**src/rtl/minall_seq.sv**
```systemverilog
// rtl/minall_seq.sv - sequential MINALL sweep: minimum of a register file, written back to dest
//
// Walks registers 0..NUM_REGS-1 through an external combinational read port,
// folds them through an external ALU in MINALL mode (unsigned minimum), then
// writes the minimum to the destination register captured at start.
//
// Ports:
//   clk, rst      clock; asynchronous active-high reset
//   start, dest   sweep request (sampled only in IDLE) and destination address
//   busy, done    high during LOAD/SCAN/WRITE; one-cycle pulse in WRITE
//   rf_raddr      register file read address; rf_rdata is its same-cycle data
//   alu_ins       ALU opcode, 4'b0111 while busy, else 4'b0000
//   alu_a, alu_b  ALU operands; alu_out is the combinational ALU result
//   rf_we, rf_waddr, rf_wdata  register file write port, active in WRITE
//   result        last completed minimum, held until the next WRITE
module minall_seq #(
  parameter int DATA_W   = 16,
  parameter int NUM_REGS = 8,
  parameter int ADDR_W   = 3
) (
  input  logic              clk,
  input  logic              rst,
  input  logic              start,
  input  logic [ADDR_W-1:0] dest,
  output logic              busy,
  output logic              done,
  output logic [ADDR_W-1:0] rf_raddr,
  input  logic [DATA_W-1:0] rf_rdata,
  output logic [3:0]        alu_ins,
  output logic [DATA_W-1:0] alu_a,
  output logic [DATA_W-1:0] alu_b,
  input  logic [DATA_W-1:0] alu_out,
  output logic              rf_we,
  output logic [ADDR_W-1:0] rf_waddr,
  output logic [DATA_W-1:0] rf_wdata,
  output logic [DATA_W-1:0] result
);

  localparam logic [3:0]        OP_MINALL = 4'b0111;
  localparam logic [3:0]        OP_NONE   = 4'b0000;
  localparam logic [ADDR_W-1:0] LAST_IDX  = ADDR_W'(NUM_REGS - 1);

  typedef enum logic [1:0] {IDLE, LOAD, SCAN, WRITE} state_t;

  state_t            state;
  logic [DATA_W-1:0] acc;
  logic [ADDR_W-1:0] idx;
  logic [ADDR_W-1:0] dest_q;

  // The read port and ALU operands must be combinational: rf_rdata answers
  // rf_raddr in the same cycle and feeds alu_b directly.
  always_comb begin
    rf_raddr = '0;
    alu_a    = '0;
    alu_b    = '0;
    if (state == SCAN) begin
      rf_raddr = idx;
      alu_a    = acc;
      alu_b    = rf_rdata;
    end
  end

  // Control outputs are registered: each is set on the edge that enters the
  // state in which it must be valid.
  always_ff @(posedge clk or posedge rst) begin
    if (rst) begin
      state    <= IDLE;
      acc      <= '0;
      idx      <= '0;
      dest_q   <= '0;
      result   <= '0;
      busy     <= 1'b0;
      done     <= 1'b0;
      rf_we    <= 1'b0;
      rf_waddr <= '0;
      rf_wdata <= '0;
      alu_ins  <= OP_NONE;
    end else begin
      done  <= 1'b0;
      rf_we <= 1'b0;
      case (state)
        IDLE: begin
          if (start) begin
            dest_q  <= dest;
            busy    <= 1'b1;
            alu_ins <= OP_MINALL;
            state   <= LOAD;
          end
        end
        LOAD: begin
          // rf_raddr is 0 here, so rf_rdata is register 0
          acc   <= rf_rdata;
          idx   <= ADDR_W'(1);
          state <= SCAN;
        end
        SCAN: begin
          acc <= alu_out;
          if (idx == LAST_IDX) begin
            // alu_out is the final minimum; it becomes acc on this same edge
            done     <= 1'b1;
            rf_we    <= 1'b1;
            rf_waddr <= dest_q;
            rf_wdata <= alu_out;
            state    <= WRITE;
          end else begin
            idx <= idx + ADDR_W'(1);
          end
        end
        WRITE: begin
          result   <= acc;
          busy     <= 1'b0;
          alu_ins  <= OP_NONE;
          rf_waddr <= '0;
          rf_wdata <= '0;
          state    <= IDLE;
        end
        default: begin
          busy    <= 1'b0;
          alu_ins <= OP_NONE;
          state   <= IDLE;
        end
      endcase
    end
  end

endmodule

```
**config.mk**
```make
export PLATFORM = sky130hd
export DESIGN_NAME = minall_seq
export DESIGN_NICKNAME = d
export VERILOG_FILES = /design/src/rtl/minall_seq.sv
export SDC_FILE = /design/constraint.sdc
export NUM_CORES = 1
export LEC_CHECK = 0
export ABC_AREA = 0
export ABC_CLOCK_PERIOD_IN_PS = 2990
export BUFFER_PORTS_ARGS = -buffer_cell sky130_fd_sc_hd__buf_2
export CAP_MARGIN = 10
export CORE_ASPECT_RATIO = 0.7
export CORE_MARGIN = 1
export CORE_UTILIZATION = 52
export DETAILED_ROUTE_END_ITERATION = 10
export MAX_ROUTING_LAYER = met4
export PLACE_DENSITY_LB_ADDON = 0.2
export SKIP_CTS_REPAIR_TIMING = 1
export SLEW_MARGIN = 20
export SYNTH_ARGS = -nofsm -noshare
export SYNTH_HDL_FRONTEND = slang
export SYNTH_SLANG_ARGS = --single-unit
```
**constraint.sdc**
```tcl
create_clock -name clk -period 2.99 [get_ports clk]
set_input_delay 0.7475 -clock clk [delete_from_list [all_inputs] [get_ports clk]]
set_output_delay 0.7475 -clock clk [all_outputs]
set_load 0.03 [all_outputs]
```
==> Word level (Yosys, flattened, before mapping) <==
Index checks and enable logic that the tools add are counted.
{ "classes": {"n_addsub": 1, "n_eq_ne": 7, "mux": 19, "reduce_logical": 9} }
{ "ops": {"columns": ["operator", "n"], "rows": [
  ["$pmux W16 S2", 2],
  ["$mux W16", 3],
  ["$pmux W3 S2", 2],
  ["$reduce_and A2 Y1", 5],
  ["$mux W3", 3],
  ["$pmux W2 S4", 1],
  ["$pmux W4 S2", 1],
  ["$reduce_bool A2 Y1", 3],
  ["$eq A2 B2 Y1 const B", 2],
  ["$mux W2", 2],
  ["$mux W4", 1],
  ["$ne A2 B2 Y1 const B", 2],
  ["$add A3 B1 Y3 const B", 1],
  ["$eq A3 B3 Y1 const B", 1],
  ["$mux W1", 3],
  ["$eq A2 B1 Y1 const B", 1],
  ["$logic_not A2 Y1", 1],
  ["$ne A2 B1 Y1 const B", 1],
  ["$pmux W1 S2", 1]
]} }
{ "word_totals": {"register_bits": 65, "in_bits": 38, "out_inout_bits": 77, "wordCells": 46} }

==> Depth between registers and ports, before layout <==
{ "logic_depth": {"word_depth": 3, "mapped_depth": 8, "depth_no_buf": 5} }

==> Worst setup path after synthesis <==
OpenSTA, ideal clock, no wires.
{ "synth_timing": {"kind": "reg-to-output", "from": "register state[0]", "to": "output alu_b[6]", "arrival_ps": 1431, "required_time_ps": 2243, "slack_ps": 811, "path_stages_with_launch": 7, "path_buffers": 3, "cell_sequence": "dfrtp_1 inv_1 ha_1 buf_6 buf_6 clkbuf_1 and2_1"} }
{ "synth_via": {"elab_chain_len": 2} }
{ "synth_lines": {"columns": ["element", "line", "source"], "rows": [
  ["start, declared", "45", "state_t state;"],
  ["start signal, assigned", "67", "state <= IDLE;"],
  ["start signal, assigned", "87", "state <= LOAD;"],
  ["start signal, assigned", "94", "state <= SCAN;"],
  ["$eq A2 B2 Y1", "56", "if (state == SCAN) begin"],
  ["$mux W16", "56", null],
  ["end, declared", "31", "output logic [DATA_W-1:0] alu_b,"]
]} }
No other way between the ends.

==> Worst setup path in the final report <==
{ "layout_timing": {"from": "register state[0]", "to": "output alu_a[5]"} }
{ "layout_via": {"elab_chain_len": 2} }
{ "layout_lines": {"columns": ["element", "line", "source"], "rows": [
  ["$eq A2 B2 Y1", "56", null],
  ["$mux W16", "56", null],
  ["end, declared", "30", "output logic [DATA_W-1:0] alu_a,"]
]} }
No other way between the ends.

==> impl_metrics.ini <==
[status]
status = completed

[timing]
fin_crit_ps = 2720
min_period_over_period_pct = 90.9
setup_viol = 0
hold_viol = 0
max_freq_mhz = 368
rsz0062_at_grt = no
finalHoldWorstSlack_ps = 468
tns_ps = 0
tightest_slew_ps = 874
slew_headroom_pct = 41.8
fin_skew_ps = 3.60
slew_viol_final = 0

[cts]
clock-sinks = 61
cts_made_buffers = 9
ctsRootBufferMaster = clkbuf_8
cts_buffer_depth = 2
cts-htree-levels = 3
cts_tree = yes
path_clk_slew_ps = 60
insertion_delay_ps = 340

[worst_setup_path]
critPathRequiredTime_ps = 2240
critPathLaunchType = flop
crit_fanout = 19
critPathCaptureType = output port
critPathKind = flop to output port
arrival_ps = 1970

[floorplanning]
die_w_microns = 92.1
die_height_microns = 65.1
die_area_sq_um = 6000
io_pins = 115
rows = 22
initial_core_util_pct = 55.1
core_sq_um = 5370

[synth]
post_synth.cell_area_avg_sq_um = 10.6
synth_top_area_share_pct = 51.6
synth_area_sq_um = 2960
yosys-top-cells-area = dfrtp_1 (52%), mux2_2 (7.6%), and2_1 (7.4%)
syn_inst = 279
ys.warnings.count = 0
synth_fp_nets = 325
yosysUniqueCellTypes = 25
postSynthRegisterBits = 61
yosys.area.top_type = dfrtp_1
synth-seq-area-share_pct = 51.6

[power]
p_sw_mw = 2.12
internal_power_mw = 2.38
clkPwrFrac_pct = 14.8
p_comb_share_pct = 55.4
power_frac_seq_pct = 29.8
peakVddDrop_v = 0.000674
p_leak_nw = 1.95
power_switching_share_pct = 47.1
power_density_nw_per_um2 = 1210

[cells_and_area]
final_nets = 433
final_area_sq_um = 3700
drive_above_1_share_pct = 40.9
antenna_cells = 0
fin_util_pct = 69.0
syn2layout_area_growth_pct = 25.2
fillerInstances = 449

[place]
dpl.hpwl_mm = 4.96
gp_congestion = 0.778
placed_area_sq_um = 3520
io_buffers = 113

[drt]
wirelength_mm = 6.99
via_count = 2431
drc_errors = 0
drt-vias-per-instance = 5.25
drt-wirelength-per-cell_microns = 15.1
first_iter_violations = 116
drtAntennaViolNets = 0
dr.pass1.iters = 4

[grt]
overflow = 0
grt_pass1_vias = 2340
track_usage_pct = 26.4
grt_pass1_wl_mm = 11.5
antenna_found_initial = 0
grt_max_degree = 31

[worst_hold_path]
hp-class = primary input to asynchronous set/reset pin

[flow_run]
drv_cap = 0
==> cell usage in the layout, fill, tap and decap left out, drive strengths merged <==
master and n:
buf 122, dfrtp 61, and2 36, o21ai 26
mux2 20, nand3 19, nand2 19, nor2 19
a21oi 17, mux2i 17, clkbuf 14, ha 8
inv 5, nor2b 3, or2 1, a32o 1
o32a 1, conb 1, clkinv 1
==> per-stage QoR <==
stage	total power, mW	worst slack [ps]	instances
floorplan	3.24	729	279
global placement	3.77	698	448
detailed placement	3.85	633	448
CTS	4.52	247	463
global route	4.78	187	463
finish	4.50	273	463
==> power groups by stage <==
stage / Sequential [mW] / Combinational, mW / Clock (mW)
after floorplan: 1.57 / 1.68 / 0
after global placement: 1.34 / 2.43 / 0
after detailed placement: 1.35 / 2.51 / 0
after CTS: 1.34 / 2.51 / 0.675
after global routing: 1.38 / 2.69 / 0.712
final: 1.34 / 2.49 / 0.664
==> metal layers <==
metal / GRT usage, % / vias up / part of all wire (%) / wire, microns
li1: - / 1144 / - / -
met1: 34.3 / 1180 / 47 / 3280
met2: 40.8 / 96 / 46 / 3190
met3: 6.69 / 11 / 6.1 / 430
met4: 9.57 / 0 / 1.3 / 93
met5: - / - / 0 / 0
==> flip-flops by register name, summed over array words and instances (netlist names), 2 cells and up <==
register,flops
acc,16
result,16
rf_wdata,16
dest_q,3
idx,3
rf_waddr,3
state,2
==> area by class of cell <==
class | instances | area, sq um | share of cell area (%)
Sequential cell | 61 | 1530 | 41.2
Multi-Input combinational cell | 188 | 1240 | 33.6
Timing Repair Buffer | 122 | 646 | 17.4
Clock buffer | 14 | 173 | 4.67
Tap cell | 72 | 90.1 | 2.43
Inverter | 5 | 18.8 | 0.507
Clock inverter | 1 | 5.00 | 0.135
==> critical path, cell delays in order, from the launching register on <==
cell	delay (ps)
dfrtp_1	410
inv_1	130
ha_2	450
buf_4	290
and2_1	150
buf_2	190
==> worst paths after layout <==
check | startpoint | to | slack (ps) | cells past startpoint
min reg2reg | rf_wdata[8] | rf_wdata[8] | 490 | 2
min in group clk | rf_wdata[8] | rf_wdata[8] | 490 | 2
max reg2reg | idx[0] | state[1] | 710 | 5
max | state[0] | alu_a[5] | 270 | 5
max in group asynchronous | rst | result[7] | 1840 | 3
min | rst | result[3] | 470 | 2
==> Yosys cell counts <==
master    instances
a21oi_1          17
a32o_1            1
and2_1           35
and2_4            1
buf_1             1
buf_2             8
buf_4             6
buf_6             6
clkbuf_1          4
conb_1            1
dfrtp_1          61
ha_1              8
inv_1             5
mux2_2           20
mux2i_1          17
nand2_1          19
nand3_1          19
nor2_1           18
nor2_4            1
nor2b_1           2
nor2b_4           1
o21ai_0          16
o21ai_1          10
o32a_1            1
or2_0             1
==> cell families (layout without fill, tap and decap cells) <==
logic type | Yosys count | after routing | share of synthesized area [%]
other | 1 | 1 | 0.127
muxes | 37 | 37 | 13.4
and+or+nand+nor | 97 | 97 | 17.1
adders and majority gates | 8 | 8 | 3.39
AOI/OAI and AO/OA | 45 | 45 | 7.96
buffers and inverters | 30 | 142 | 6.43
DFF | 61 | 61 | 51.6
Note: power is estimated with default switching activity, not from simulation.
